File: config.mk
export PLATFORM = sky130hd
export DESIGN_NAME = ste_pulse_gen
export DESIGN_NICKNAME = d
export VERILOG_FILES = /design/src/rtl/ste_pulse_gen.sv
export SDC_FILE = /design/constraint.sdc
export NUM_CORES = 1
export LEC_CHECK = 0
export ABC_AREA = 1
export BUFFER_PORTS_ARGS = -buffer_cell sky130_fd_sc_hd__buf_4
export CAP_MARGIN = 20
export CELL_PAD_IN_SITES_DETAIL_PLACEMENT = 0
export CELL_PAD_IN_SITES_GLOBAL_PLACEMENT = 1
export CORE_UTILIZATION = 37
export CTS_BUF_LIST = sky130_fd_sc_hd__clkbuf_8
export CTS_CLUSTER_SIZE = 20
export DETAILED_ROUTE_END_ITERATION = 10
export GPL_ROUTABILITY_DRIVEN = 0
export PLACE_DENSITY = 0.84
export REMOVE_ABC_BUFFERS = 1
export SYNTH_ARGS = -nofsm -noshare
export SYNTH_HDL_FRONTEND = slang
export SYNTH_SLANG_ARGS = --single-unit
File: constraint.sdc
create_clock -name clk -period 2.1 [get_ports clk]
set_input_delay 0.105 -clock clk [delete_from_list [all_inputs] [get_ports clk]]
set_output_delay 0.105 -clock clk [all_outputs]
set_load 0.01 [all_outputs]
File: src/rtl/ste_pulse_gen.sv
// ste_pulse_gen: stretches single-cycle event pulses into level pulses of a
// programmable high-time, followed by an enforced minimum low gap. Triggers
// that arrive while a pulse or its gap is in progress are queued in a
// saturating counter (or, with RETRIG=1, extend the active pulse instead).
// Every output comes straight from a flop.

module ste_pulse_gen #(
    parameter int   CNT_W    = 16,
    parameter int   PEND_W   = 4,
    parameter bit   RETRIG   = 1'b0,
    parameter logic IDLE_LVL = 1'b0
) (
    input  logic              clk,
    input  logic              rst,
    input  logic              trig_i,
    input  logic [CNT_W-1:0]  width_i,
    input  logic [CNT_W-1:0]  gap_i,
    input  logic              clr_i,
    output logic              pulse_o,
    output logic              busy_o,
    output logic [PEND_W-1:0] pend_o,
    output logic              ovf_o
);

    typedef enum logic [1:0] {
        IDLE   = 2'd0,
        ACTIVE = 2'd1,
        GAP    = 2'd2
    } state_t;

    localparam logic [PEND_W-1:0] PEND_MAX = {PEND_W{1'b1}};
    localparam logic [CNT_W-1:0]  CNT_ONE  = CNT_W'(1);

    state_t            state_q, state_d;
    logic [CNT_W-1:0]  cnt_q, cnt_d;
    logic [CNT_W-1:0]  w_q, w_d;
    logic [CNT_W-1:0]  g_q, g_d;
    logic [PEND_W-1:0] pend_q, pend_d;
    logic              ovf_q, ovf_d;
    logic              pulse_d, busy_d;

    logic [CNT_W-1:0]  gap_eff;
    logic              width_ok;
    logic              cnt_last;
    logic              q_inc, q_dec;

    // A zero gap still has to give one low cycle so back-to-back pulses
    // remain distinguishable; a zero width means "no pulse".
    assign gap_eff  = (gap_i == '0) ? CNT_ONE : gap_i;
    assign width_ok = (width_i != '0);
    assign cnt_last = (cnt_q <= CNT_ONE);

    // Next-state, counter, latched-width and queue logic.
    always_comb begin
        state_d = state_q;
        cnt_d   = cnt_q;
        w_d     = w_q;
        g_d     = g_q;
        pend_d  = pend_q;
        ovf_d   = ovf_q;
        q_inc   = 1'b0;
        q_dec   = 1'b0;

        case (state_q)
            IDLE: begin
                if (trig_i && width_ok) begin
                    state_d = ACTIVE;
                    w_d     = width_i;
                    g_d     = gap_eff;
                    cnt_d   = width_i;
                end else if (!trig_i && (pend_q != '0) && width_ok) begin
                    // Triggers left queued while width_i was zero are served
                    // as soon as a usable width shows up.
                    state_d = ACTIVE;
                    w_d     = width_i;
                    g_d     = gap_eff;
                    cnt_d   = width_i;
                    q_dec   = 1'b1;
                end
            end

            ACTIVE: begin
                if (trig_i && RETRIG) begin
                    cnt_d = w_q;
                end else begin
                    if (trig_i) begin
                        q_inc = 1'b1;
                    end
                    if (cnt_last) begin
                        state_d = GAP;
                        cnt_d   = g_q;
                    end else begin
                        cnt_d = cnt_q - CNT_ONE;
                    end
                end
            end

            GAP: begin
                if (trig_i) begin
                    q_inc = 1'b1;
                end
                if (cnt_last) begin
                    if ((pend_q != '0) && width_ok) begin
                        state_d = ACTIVE;
                        w_d     = width_i;
                        g_d     = gap_eff;
                        cnt_d   = width_i;
                        q_dec   = 1'b1;
                    end else begin
                        state_d = IDLE;
                        cnt_d   = '0;
                    end
                end else begin
                    cnt_d = cnt_q - CNT_ONE;
                end
            end

            default: begin
                state_d = IDLE;
                cnt_d   = '0;
            end
        endcase

        // A simultaneous enqueue and dequeue leaves the count alone, so the
        // new trigger is kept even when the queue is full.
        if (q_inc && !q_dec) begin
            if (pend_q == PEND_MAX) begin
                ovf_d = 1'b1;
            end else begin
                pend_d = pend_q + PEND_W'(1);
            end
        end else if (q_dec && !q_inc) begin
            pend_d = pend_q - PEND_W'(1);
        end

        pulse_d = (state_d == ACTIVE) ? ~IDLE_LVL : IDLE_LVL;
        busy_d  = (state_d != IDLE);
    end

    // State, counters and registered outputs; reset wins over soft clear.
    always_ff @(posedge clk) begin
        if (rst || clr_i) begin
            state_q <= IDLE;
            cnt_q   <= '0;
            w_q     <= '0;
            g_q     <= '0;
            pend_q  <= '0;
            ovf_q   <= 1'b0;
            pulse_o <= IDLE_LVL;
            busy_o  <= 1'b0;
        end else begin
            state_q <= state_d;
            cnt_q   <= cnt_d;
            w_q     <= w_d;
            g_q     <= g_d;
            pend_q  <= pend_d;
            ovf_q   <= ovf_d;
            pulse_o <= pulse_d;
            busy_o  <= busy_d;
        end
    end

    assign pend_o = pend_q;
    assign ovf_o  = ovf_q;

endmodule

After elaboration in Yosys (flattened, before gate mapping) --
Index checks and enable logic that the tools add are counted.
Storage, ports and cells: register bits 41, output and inout port bits 7, logic and storage cells 69
Cells by class: $add $sub $neg 3, $lt $le $gt $ge 1, equal/unequal tests 8, mux-type cells 29, reductions and logical operators 21
Operators by type and width (count):
- two-way mux 16 bit | 10
- one-hot mux 16 bit (3 select lines) | 1
- one-hot mux 16 bit (2 select lines) | 1
- less-or-equal comparator 16 x 1 -> 1 bit, second input constant | 1
- logical NOT 16 bit | 1
- nonzero test 16 bit | 1
- subtractor 16 x 1 -> 16 bit, second input constant | 1
- two-way mux 4 bit | 3
- two-way mux 1 bit | 8
- two-way mux 2 bit | 4
- logical AND 1 bit | 6
- inequality test 2 bit, second input constant | 3
- one-hot mux 2 bit (3 select lines) | 1
- nonzero test 2 bit | 3
- adder 4 x 1 -> 4 bit, second input constant | 1
- equality test 2 x 1 -> 1 bit, second input constant | 2
- equality test 4 bit, second input constant | 1
- AND reduction 2 bit | 2
- AND reduction 4 bit | 1
- nonzero test 4 bit | 1
- subtractor 4 x 1 -> 4 bit, second input constant | 1
- logical NOT 1 bit | 3
- inequality test 3 bit, second input constant | 1
- equality test 2 bit, second input constant | 1
- other kinds (4) | 4

Logic depth before layout (Yosys ltp) --
Gate-level depths: netlist (run 1).
depth after elaboration 10, depth in mapped cells 20, depth with buffers taken out 20

Worst setup path before layout (run 1) --
Ideal clock, no wire load.
kind register to register, from register state_q[0], to register pend_q[3], in the netlist pend_o[3], setup time 0.064 ns, data arrival time 2.231 ns, required time 2.036 ns, setup slack -0.195 ns, stages on the path, launching flop included 19, clock period less this slack 2.295 ns, cell sequence dfxtp_1 -> inv_1 -> ha_1 -> buf_4 -> inv_1 -> or2_1 -> nand2_1 -> nand2_1 -> nand2_1 -> ha_1 -> nand2_1 -> nand2_1 -> a31oi_1 -> inv_1 -> nand2_1 -> nand2_1 -> nor2_1 -> nor2_1 -> nor2_1
Between the ends: cells in the longest elaborated chain, start to end 7
Ends and longest elaborated chain:
- start, declared | line 34 | state_t state_q, state_d;
- start signal, assigned | line 152 | state_q <= state_d;
- equality test 2 bit / equality test 2 x 1 -> 1 bit (equally long branches)
- OR reduction 2 bit (no source line)
- two-way mux 1 bit
- logical NOT 1 bit | line 132 | end else if (q_dec && !q_inc) begin
- logical AND 1 bit | line 132
- nonzero test 2 bit (no source line)
- AND reduction 2 bit (no source line)
- end signal, assigned | line 156 | pend_q <= pend_d;
- end, declared | line 38 | logic [PEND_W-1:0] pend_q, pend_d;
Parallel ways exist; a longest one is shown, timed or not. A chain may end at the register's enable or synchronous reset.

Worst setup path in the final report (run 1) --
from register cnt_q[0], to register pend_q[3], in the netlist pend_o[3]
Between the ends: cells in the longest elaborated chain, start to end 7
Ends and longest elaborated chain:
- start, declared | line 35 | logic [CNT_W-1:0] cnt_q, cnt_d;
- start signal, assigned | line 153 | cnt_q <= cnt_d;
- less-or-equal comparator 16 x 1 -> 1 bit (*) | line 51 | assign cnt_last = (cnt_q <= CNT_ONE);
- two-way mux 1 bit (*) | line 102 | if (cnt_last) begin
- one-hot mux 1 bit (2 select lines) (*) | line 64 | case (state_q)
- logical NOT 1 bit | line 126 | if (q_inc && !q_dec) begin
- logical AND 1 bit | line 126
- inequality test 2 bit (no source line) / nonzero test 2 bit (equally long branches)
- AND reduction 2 bit (no source line)
Mark *: on every way between the ends. The rest lies on a longest branch, timed or not.

==> results of run 1 <==
routing by layer:
metal	GRT usage [%]	routed length [microns]	up-vias
met3	2.54	364	5
met1	27.4	3510	1309
met2	34.0	3570	60
met4	6.71	89	0
li1	-	-	1506
met5	0	0	-
power by group through the flow:
stage	clock (uW)	sequential [uW]	combinational, uW
2_1_floorplan	0	891	543
3_3_place_gp	0	884	831
3_5_place_dp	0	886	836
4_1_cts	812	871	873
5_1_grt	826	877	1030
6_report	793	871	920
timing repair:
| action | 4_1_cts | 5_1_grt |
|---|---|---|
| setup endpoints to repair | 2 | 16 |
| hold buffers | 0 | 0 |
| buffers inserted | 9 | 5 |
| pin swaps | 9 | 16 |
| hold endpoints to repair | 0 | 0 |
| resized for setup | 15 | 16 |
synthesized netlist by cell type, drive strengths merged:
master | number | area (sq um)
nand2 | 138 | 563
nor2 | 69 | 359
dfxtp | 41 | 821
nand3 | 31 | 160
inv | 30 | 118
o21ai | 28 | 155
a21oi | 23 | 115
nand4 | 10 | 62.6
buf | 8 | 75.1
ha | 8 | 100
nor4 | 4 | 25.0
xor2 | 4 | 35.0
clkbuf | 3 | 11.3
o211ai | 3 | 22.5
a31oi | 2 | 12.5
or2 | 2 | 12.5
xnor2 | 2 | 17.5
a21boi | 1 | 18.8
and2 | 1 | 6.26
clkinv | 1 | 3.75
fa | 1 | 20.0
nor3 | 1 | 5.00
o21a | 1 | 7.51
tightest hold or removal path: cells and delay by family:
kind | cells | cell delay [ps]
buffers and inverters | 1 | 80
AO/OA/AOI/OAI | 1 | 70
AND/OR/NAND/NOR | 1 | 60
cell usage in the layout (no fill, tap or decap), types with 2 or more instances in the layout:
| cell type | netlist | layout |
|---|---|---|
| ha_1 | 8 | 5 |
| nand3_1 | 30 | 29 |
| bufinv_16 | 0 | 2 |
| inv_1 | 26 | 22 |
| nand4_1 | 10 | 10 |
| nand2_2 | 6 | 10 |
| o21ai_0 | 17 | 17 |
| inv_6 | 1 | 2 |
| o21ai_1 | 9 | 9 |
| ha_4 | 0 | 3 |
| nor2_4 | 6 | 9 |
| buf_4 | 3 | 89 |
| nor2_1 | 41 | 38 |
| xor2_1 | 4 | 4 |
| nand2_1 | 128 | 123 |
| nor4_1 | 4 | 4 |
| inv_2 | 3 | 4 |
| dfxtp_1 | 41 | 39 |
| inv_4 | 0 | 2 |
| nor2_2 | 22 | 22 |
| a31oi_1 | 2 | 2 |
| a21oi_1 | 23 | 22 |
| o211ai_1 | 3 | 3 |
| clkbuf_8 | 0 | 5 |
| nand2_4 | 4 | 5 |
state kept, by name, indices dropped and copies added (netlist names):
signal   flops
cnt_q       16
g_q         16
pend_o       4
state_q      2
busy_o       1
ovf_o        1
pulse_o      1
cell families after synthesis:
group                      Yosys count  share of synthesized area [%]
adders and majority gates            9                           4.41
buffers and inverters               42                           7.62
AOI/OAI and AO/OA                   58                           12.2
xor gates and xnor gates             6                           1.93
and+or+nand+nor                    256                           43.8
DFF                                 41                           30.1
through the flow:
| step | std cells | hold WS [ps] | util (%) | cell area, sq um | power, uW |
|---|---|---|---|---|---|
| after floorplan | 401 | 249 | - | 2640 | 1430 |
| after CTS | 590 | 43.6 | 51.7 | 3590 | 2560 |
| after global routing | 594 | 56.8 | 53.0 | 3680 | 2730 |
| final | 594 | 47.1 | 53.0 | 3680 | 2580 |
| after detailed placement | 573 | 362 | 48.0 | 3330 | 1720 |
| after global placement | 573 | 360 | 48.0 | 3330 | 1720 |
worst paths after layout:
path	from	endpoint	slack [ps]	cells past startpoint
hold / removal	gap_i[14]	g_q[14]$_SDFFE_PP0P_	50	3
hold reg to reg	g_q[10]$_SDFFE_PP0P_	g_q[10]$_SDFFE_PP0P_	470	2
setup reg to reg	cnt_q[0]$_SDFFE_PP0N_	pend_o[3]$_SDFFE_PP0P_	-60	19
setup / recovery	cnt_q[0]$_SDFFE_PP0N_	pend_o[3]$_SDFFE_PP0P_	-60	19
layout make-up:
| class | count | area, sq um |
|---|---|---|
| Fill cell | 699 | 3260 |
| Multi-Input combinational cell | 329 | 1800 |
| Clock buffer | 5 | 68.8 |
| Inverter | 31 | 130 |
| Timing Repair Buffer | 89 | 668 |
| Tap cell | 96 | 120 |
| Clock inverter | 3 | 68.8 |
| Sequential cell | 41 | 826 |
==> impl_results.md, run 1 <==
- P_int: 1700 uW
- Yosys warning count: 0
- Post-Syn Instances: 412
- Lkg Pwr: 0.00173 uW
- Crit-path max cell delay: 380 ps
- 1st-iter DRT viols: 139
- Die area: 7720 sq um
- CP delay by family, top: simple AND/OR/NAND/NOR gates
- Critical path launch point type: register
- Worst EP arrival: 2370 ps
- Slew Limit Fails: 0
- Io pins: 43
- Violated checks: setup timing
- Psw: 887 uW
- RSZ-0062 raised after global routing: yes
- First-pass iteration count of the detailed router: 4
- Vias in the first global route: 2620
- Netlist Area Pre-Place: 2730 sq um
- Layout overhead on the synthesized area: 35.1%
- Root buffer cell: clkbuf_8
- Crit path required time: 2300 ps
- Routed length per instance: 12.7 microns
- I/O Buffers: 42
- Cell with the largest stage delay on the worst path: dfxtp_4
- CP cell instances: inv_4 > ha_4 > inv_2 > nand2_2 > nand2_2 > nor2_4 > nand3_2 > nand2_2 > nand2_2 > nand2_4 > ha_4 > nand2_1 > nand2_1 > a31oi_1 > nand3_1 > nand2_1 > nor2_2 > nor2_1 > nor2_1
- Hold Violations, Final: 0
- Max-cap violation count: 0
- CP Buf/Inv Count: 2
- Final min period: 2160 ps
- Clock Skew: 11.9 ps
- Post-DP HPWL: 5540 microns
- Worst-Skew Late Latency: 310 ps
- Crit-path most repeated cell: nand2_2
- Chip height: 87.8 microns
- Setup TNS: -61.4 ps
- Residual DRC: 0
- Post-synthesis register bit count: 41
- Sequential element share of the synthesized area: 30.1%
- CP Capture Type: register
- Routed wire length: 7530 microns
- Relative slew margins: 61.5%
- Bufs on Longest Clock Path: 2
- Tot GR Track Use: 20.4%
- Maximum clock frequency: 463 MHz
- Logic pwr share: 35.6%
- Chip width: 87.8 microns
- Crit Path Max Fanout: 3
- Initial Util: 39.3%
- Final period util: 103%
- CTS tree: built
- Global-route wire length before repair: 12200 microns
- Via density per instance: 4.85
- Ant diodes: 0
- Row count: 30
- Num CTS Buffers: 5
- Yosys cell types: 37
- Slew @ Worst Pin: 574 ps
- Peak VDD IR: 0.275 mV
- Mean Syn Cell Area: 6.62 sq um
- Antenna violations before repair: 0
- Clock Pin Slew Worst Setup and Hold Paths: 100 ps
- GRT overflow: 0
- Vias post-DR: 2880
- Power Density: 702 nW/um^2
- Pin count of the biggest net entering global routing: 24
- Status: finished, violations left
- Nets: 542
- Reg power frac: 33.7%
- Post-route ant nets: 0
- Clk network pwr share: 30.7%
- Final setup fails: 1
- Switching share of total power: 34.3%
- Final WS setup: -61.4 ps
- H-tree depth: 2
- Core area: 6940 sq um
- Share of layout cells above drive strength 1: 33.1%
- Setup CP Type: register to register
- Dpl ws: -211 ps
- Hold Crit Class: input port to register
- CTS Sinks: 41
(Power assumes the default switching activity.)
==> inputs of run 2 (changes only) <==
--- a/config.mk
+++ b/config.mk
@@ -17,6 +17,7 @@
 export GPL_ROUTABILITY_DRIVEN = 0
 export PLACE_DENSITY = 0.84
 export REMOVE_ABC_BUFFERS = 1
+export SETUP_SLACK_MARGIN = 0.4
 export SYNTH_ARGS = -nofsm -noshare
 export SYNTH_HDL_FRONTEND = slang
 export SYNTH_SLANG_ARGS = --single-unit
==> impl_results.md, run 2 (synthesized netlist as in run 1, its figures left out) <==
- CP Depth: 18
- Final setup fails: 18
- H-tree depth: 2
- Power Density: 688 nW/um^2
- Slew @ Worst Pin: 600 ps
- Tot GR Track Use: 22.0%
- Cell with the largest stage delay on the worst path: dfxtp_4
- Commonest non-fill, non-tap cell in the layout: nand2_1
- Crit path required time: 2320 ps
- Antenna violations before repair: 0
- Post-DP HPWL: 5540 microns
- P_int: 1760 uW
- RSZ-0062 raised after global routing: yes
- Peak VDD IR: 0.290 mV
- Pin count of the biggest net entering global routing: 24
- Status: finished, violations left
- Routed wire length: 8400 microns
- Dpl ws: -211 ps
- First-pass iteration count of the detailed router: 4
- Reg2reg setup slack: -110 ps
- Chip width: 87.8 microns
- Reg2reg start: cnt_q[0]$_SDFFE_PP0N_
- R2R cell count: 18
- Root buffer cell: clkbuf_8
- Post-route ant nets: 0
- Global-route wire length before repair: 13100 microns
- Share of layout cells above drive strength 1: 38.3%
- Hold endpoint: g_q[12]$_SDFFE_PP0P_
- Hold Crit Class: input port to register
- Hold Crit Start: gap_i[12]
- Crit Path Max Fanout: 6
- Hold Violations, Final: 0
- FF-to-FF End: g_q[9]$_SDFFE_PP0P_
- GRT overflow: 0
- CTS tree: built
- Nets: 564
- Io pins: 43
- Max-cap violation count: 0
- Maximum clock frequency: 453 MHz
- I/O Buffers: 42
- Hold_buf cts: 0
- Violated checks: setup timing
- Row count: 30
- CP Capture Type: register
- Clk network pwr share: 29.0%
- Worst setup path startpoint: cnt_q[0]$_SDFFE_PP0N_
- Final min period: 2210 ps
- Final period util: 105%
- Worst-Skew Late Latency: 310 ps
- Fin area: 4000 sq um
- Worst EP arrival: 2430 ps
- CP delay by family, top: buffers and inverters
- Placed cell area: 3330 sq um
- Num CTS Buffers: 5
- Crit-path max cell delay: 380 ps
- Clock Skew: 12.7 ps
- Final WS setup: -105 ps
- Slew Limit Fails: 0
- Psw: 982 uW
- Chip height: 87.8 microns
- Tot Pwr: 2750 uW
- Ant diodes: 0
- Via density per instance: 4.95
- CP cell instances: inv_4 > ha_4 > inv_2 > nand2_2 > nand2_2 > nor2_4 > nand3_2 > buf_4 > buf_6 > buf_6 > buf_6 > inv_4 > nand2_8 > o21ai_4 > nand2_8 > inv_8 > nand2_1 > a21oi_1
- Logic pwr share: 39.3%
- Layout overhead on the synthesized area: 46.5%
- CTS Sinks: 41
- Hold Path Cell Cnt: 3
- Lkg Pwr: 0.00184 uW
- Commonest non-fill, non-tap cells in the layout: 121 x nand2_1, 98 x buf_4, 39 x dfxtp_1, 38 x nor2_1, 27 x nand3_1
- Die area: 7720 sq um
- Relative slew margins: 59.8%
- Crit-path most repeated cell: buf_6
- Switching share of total power: 35.8%
- Post-layout util: 57.5%
- CP Buf/Inv Count: 8
- Residual DRC: 0
- Setup CP Type: register to register
- Bufs on Longest Clock Path: 2
- Critical path launch point type: register
- Vias post-DR: 3052
- Initial Util: 39.3%
- Reg power frac: 31.7%
- 1st-iter DRT viols: 231
- Vias in the first global route: 2797
- Core area: 6940 sq um
- Fill count: 657
- Routed length per instance: 13.6 microns
- Clock Pin Slew Worst Setup and Hold Paths: 100 ps
-- run 2: changes by cell type in the layout (fill, tap and decap cells not counted), moves of 3 or more --
cell and delta:
a21oi_1 -3, a21oi_2 +3, buf_4 +9, buf_6 +7, nand2_8 +4, o21ai_0 -7, o21ai_2 +5
-- run 2: what timing repair did --
action	4_1_cts	5_1_grt
setup endpoints to repair	39	41
resized for setup	49	22
setup buffers	20	9
cloned	5	1
pin swaps	24	20
-- run 2: worst max-delay path by stage --
stage / to / slack [ps]
after floorplan: pend_o[3]$_SDFFE_PP0P_ / -290
after global placement: pend_o[3]$_SDFFE_PP0P_ / -90
after detailed placement: pend_o[3]$_SDFFE_PP0P_ / -210
after CTS: pend_o[3]$_SDFFE_PP0P_ / -20
after global routing: pend_o[3]$_SDFFE_PP0P_ / -240
final: g_q[9]$_SDFFE_PP0P_ / -110
-- run 2: metal layers --
layer	vias up	GRT usage (%)	share of wire, %
met4	0	8.79	2.0
met2	75	38.1	49
li1	1555	-	-
met1	1410	27.6	45
met3	12	2.92	4.7
met5	-	0	0
-- run 2: stage by stage --
stage / cells / hold slack (ps) / setup TNS (ps)
final: 616 / 33.4 / -832
after detailed placement: 573 / 362 / -216
after global placement: 573 / 360 / -92.9
after CTS: 606 / 40.8 / -37.7
after global routing: 616 / 37.1 / -3330
after floorplan: 401 / 249 / -290
-- run 2: worst min-delay path: stages --
cell and delay, ps:
buf_4 90, o21ai_2 50, nor2_2 60
-- run 2: power groups by stage --
stage               Sequential (uW)  Combinational [uW]  Clock [uW]
finish                          872                1080         796
floorplan                       891                 543           0
global placement                884                 831           0
global route                    877                1190         827
CTS                             871                 995         812
detailed placement              886                 836           0
-- run 2: cell type report --
type	count	area (sq um)	share of cell area, %
Inverter	31	138	3.45
Sequential cell	41	826	20.7
Multi-Input combinational cell	333	1930	48.4
Timing Repair Buffer	105	815	20.4
Clock inverter	3	68.8	1.72
Tap cell	96	120	3.01
Timing Repair inverter	2	27.5	0.689
Clock buffer	5	68.8	1.72
==> inputs of run 3 (changes only) <==
--- a/config.mk
+++ b/config.mk
@@ -5,17 +5,16 @@
 export SDC_FILE = /design/constraint.sdc
 export NUM_CORES = 1
 export LEC_CHECK = 0
-export ABC_AREA = 1
 export BUFFER_PORTS_ARGS = -buffer_cell sky130_fd_sc_hd__buf_4
 export CAP_MARGIN = 20
 export CELL_PAD_IN_SITES_DETAIL_PLACEMENT = 0
 export CELL_PAD_IN_SITES_GLOBAL_PLACEMENT = 1
-export CORE_UTILIZATION = 37
+export CORE_UTILIZATION = 39
 export CTS_BUF_LIST = sky130_fd_sc_hd__clkbuf_8
 export CTS_CLUSTER_SIZE = 20
 export DETAILED_ROUTE_END_ITERATION = 10
 export GPL_ROUTABILITY_DRIVEN = 0
-export PLACE_DENSITY = 0.84
+export PLACE_DENSITY = 0.83
 export REMOVE_ABC_BUFFERS = 1
 export SETUP_SLACK_MARGIN = 0.4
 export SYNTH_ARGS = -nofsm -noshare
==> impl_results.md, run 3 <==
- CP delay by family, top: simple AND/OR/NAND/NOR gates
- Violated checks: setup timing
- Mean Syn Cell Area: 8.72 sq um
- Post-synthesis register bit count: 41
- Crit-path max cell delay: 550 ps
- Most numerous cell in the Yosys netlist: dfxtp_1
- Yosys warning count: 0
- Post-synth top cells: 41 x dfxtp_1, 28 x nor2_1, 22 x nand2_1, 20 x mux2i_1
- Clock Skew: 5.62 ps
- Via density per instance: 5.83
- Sequential element share of the synthesized area: 32.2%
- R2R cell count: 10
- Placed cell area: 3450 sq um
- Critical path launch point type: register
- Residual DRC: 0
- Relative slew margins: 39.0%
- Max-cap violation count: 0
- Slew @ Worst Pin: 909 ps
- Dpl ws: -473 ps
- H-tree depth: 2
- Crit path required time: 2330 ps
- I/O Buffers: 42
- Psw: 1080 uW
- Fin area: 4200 sq um
- Commonest non-fill, non-tap cell in the layout: buf_4
- Ys async rst share: 0%
- Pin count of the biggest net entering global routing: 23
- Slew Limit Fails: 0
- Die area: 6860 sq um
- Crit Path Max Fanout: 2
- Worst-Skew Late Latency: 300 ps
- Fill count: 491
- Global-route wire length before repair: 14800 microns
- Layout overhead on the synthesized area: 64.8%
- CTS tree: built
- Logic pwr share: 50.5%
- Antenna violations before repair: 0
- Hold Crit Class: input port to register
- Initial Util: 40.3%
- Worst EP arrival: 2730 ps
- CP Buf/Inv Count: 0
- Final period util: 119%
- Top-area cell type share of the netlist area: 32.2%
- EDFF count, synth: 0
- CP Capture Type: register
- 1st-iter DRT viols: 343
- Peak VDD IR: 0.482 mV
- RSZ-0062 raised after global routing: yes
- Yosys cell types: 65
- First-pass iteration count of the detailed router: 5
- Final min period: 2510 ps
- Reg2reg start: cnt_q[8]$_SDFFE_PP0N_
- Worst setup path startpoint: cnt_q[8]$_SDFFE_PP0N_
- Top cells by area, synth: dfxtp_1 32%, mux2i_1 7.9%, nor2_1 4.1%
- Chip width: 82.8 microns
- Io pins: 43
- Bufs on Longest Clock Path: 2
- Row count: 29
- Status: finished, violations left
- Cell with the largest stage delay on the worst path: or4_4
- Num CTS Buffers: 5
- FF-to-FF End: pend_o[3]$_SDFFE_PP0P_
- Nets: 469
- Final setup fails: 41
- Synth area leader: dfxtp_1
- Clk network pwr share: 21.4%
- Clock Pin Slew Worst Setup and Hold Paths: 90 ps
- Maximum clock frequency: 399 MHz
- Commonest non-fill, non-tap cells in the layout: 114 x buf_4, 38 x dfxtp_1, 27 x nor2_1, 20 x nand2_1, 20 x buf_6
- Post-route ant nets: 0
- Reg power frac: 28.2%
- P_int: 2010 uW
- Hold Path Cell Cnt: 3
- Reg2reg setup slack: -410 ps
- Routed length per instance: 18.8 microns
- CP cell instances: or4_4 > nor4_4 > nand4b_4 > nand3_2 > ha_1 > a21o_1 > a21oi_2 > o21ai_1 > a22oi_2 > mux2i_1
- Hold Violations, Final: 0
- Hold Crit Start: gap_i[10]
- Vias post-DR: 2927
- Main flop type after synthesis: dfxtp_1
- Switching share of total power: 34.9%
- Hold WS: 48.9 ps
- Hold endpoint: g_q[10]$_SDFFE_PP0P_
- Routed wire length: 9420 microns
- Netlist Area Pre-Place: 2550 sq um
- Tot GR Track Use: 26.6%
- GRT overflow: 0
- CTS Sinks: 41
- Setup CP Type: register to register
- Chip height: 82.8 microns
- Power Density: 734 nW/um^2
- Share of layout cells above drive strength 1: 52.0%
- Final WS setup: -408 ps
- Lkg Pwr: 0.00187 uW
- Vias in the first global route: 2998
- Ant diodes: 0
- Root buffer cell: clkbuf_8
- Core area: 6310 sq um
- Post-DP HPWL: 6110 microns
- Post-Syn Instances: 292
run 3: cell types whose count changed after synthesis, sizes merged, moves of 6 or more:
| cell | before | now |
|---|---|---|
| clkbuf | 3 | 10 |
| nand3 | 31 | 9 |
| nor2 | 69 | 29 |
| a21oi | 23 | 11 |
| nor3 | 1 | 12 |
| inv | 30 | 6 |
| nand2 | 138 | 23 |
| a211oi | 0 | 8 |
| nor4 | 4 | 11 |
| nand4 | 10 | 4 |
| o21ai | 28 | 17 |
| mux2i | 0 | 20 |
run 3: per-stage QoR:
step                      cells  utilization [%]  setup TNS, ps  total power [uW]
after floorplan             276                -         -14070              1460
after global placement      469             54.7          -9820              1900
after detailed placement    469             54.7         -10990              1920
after CTS                   499             64.7          -9200              2950
after global routing        502             66.5         -13710              3200
final                       502             66.5         -10350              3080
run 3: worst min-delay path, cell delays in order:
cell,delay [ps]
buf_4,80
mux2i_1,60
nor2_1,70
run 3: cells by family after synthesis:
family / synth area share (%)
adders and majority gates: 4.72
and+or+nand+nor: 26.0
buffers and inverters: 4.22
AOI/OAI and AO/OA: 21.4
DFF: 32.2
muxes: 8.74
xor gates and xnor gates: 2.75
run 3: what timing repair did:
action	CTS	global route
gates resized for setup	76	21
endpoints found under the setup margin	41	41
pin swaps	32	15
hold buffers	0	0
gates cloned	3	0
buffers inserted	19	3
run 3: per-layer routing:
metal	up-vias	GRT usage, %	wire length [microns]
met5	-	0	0
met4	0	11.3	251
met3	31	3.68	544
met2	135	45.7	4620
met1	1400	33.3	4000
li1	1361	-	-
run 3: how the worst max path moves through the flow:
stage                             endpoint  depth (start not counted)  slack [ps]
floorplan           pend_o[3]$_SDFFE_PP0P_                         10        -810
global placement    pend_o[3]$_SDFFE_PP0P_                         11        -390
detailed placement  pend_o[3]$_SDFFE_PP0P_                         10        -470
CTS                 pend_o[3]$_SDFFE_PP0P_                         10        -350
global route        pend_o[3]$_SDFFE_PP0P_                         10        -520
finish              pend_o[3]$_SDFFE_PP0P_                         10        -410
run 3: cell type report:
type / count / area [sq um] / share of cell area [%]
repair buffers: 140 / 1210 / 28.8
well taps: 77 / 96.3 / 2.29
multi-input cells: 230 / 1930 / 45.9
clock buffers: 5 / 68.8 / 1.64
clock inverters: 3 / 46.3 / 1.10
flip-flops and latches: 41 / 825 / 19.6
inverters: 6 / 22.5 / 0.536
run 3: power by group through the flow:
stage / Clock, uW / Sequential, uW / Combinational, uW
floorplan: 0 / 887 / 571
global placement: 0 / 879 / 1030
detailed placement: 0 / 882 / 1040
CTS: 668 / 865 / 1420
global route: 700 / 874 / 1630
finish: 659 / 868 / 1560
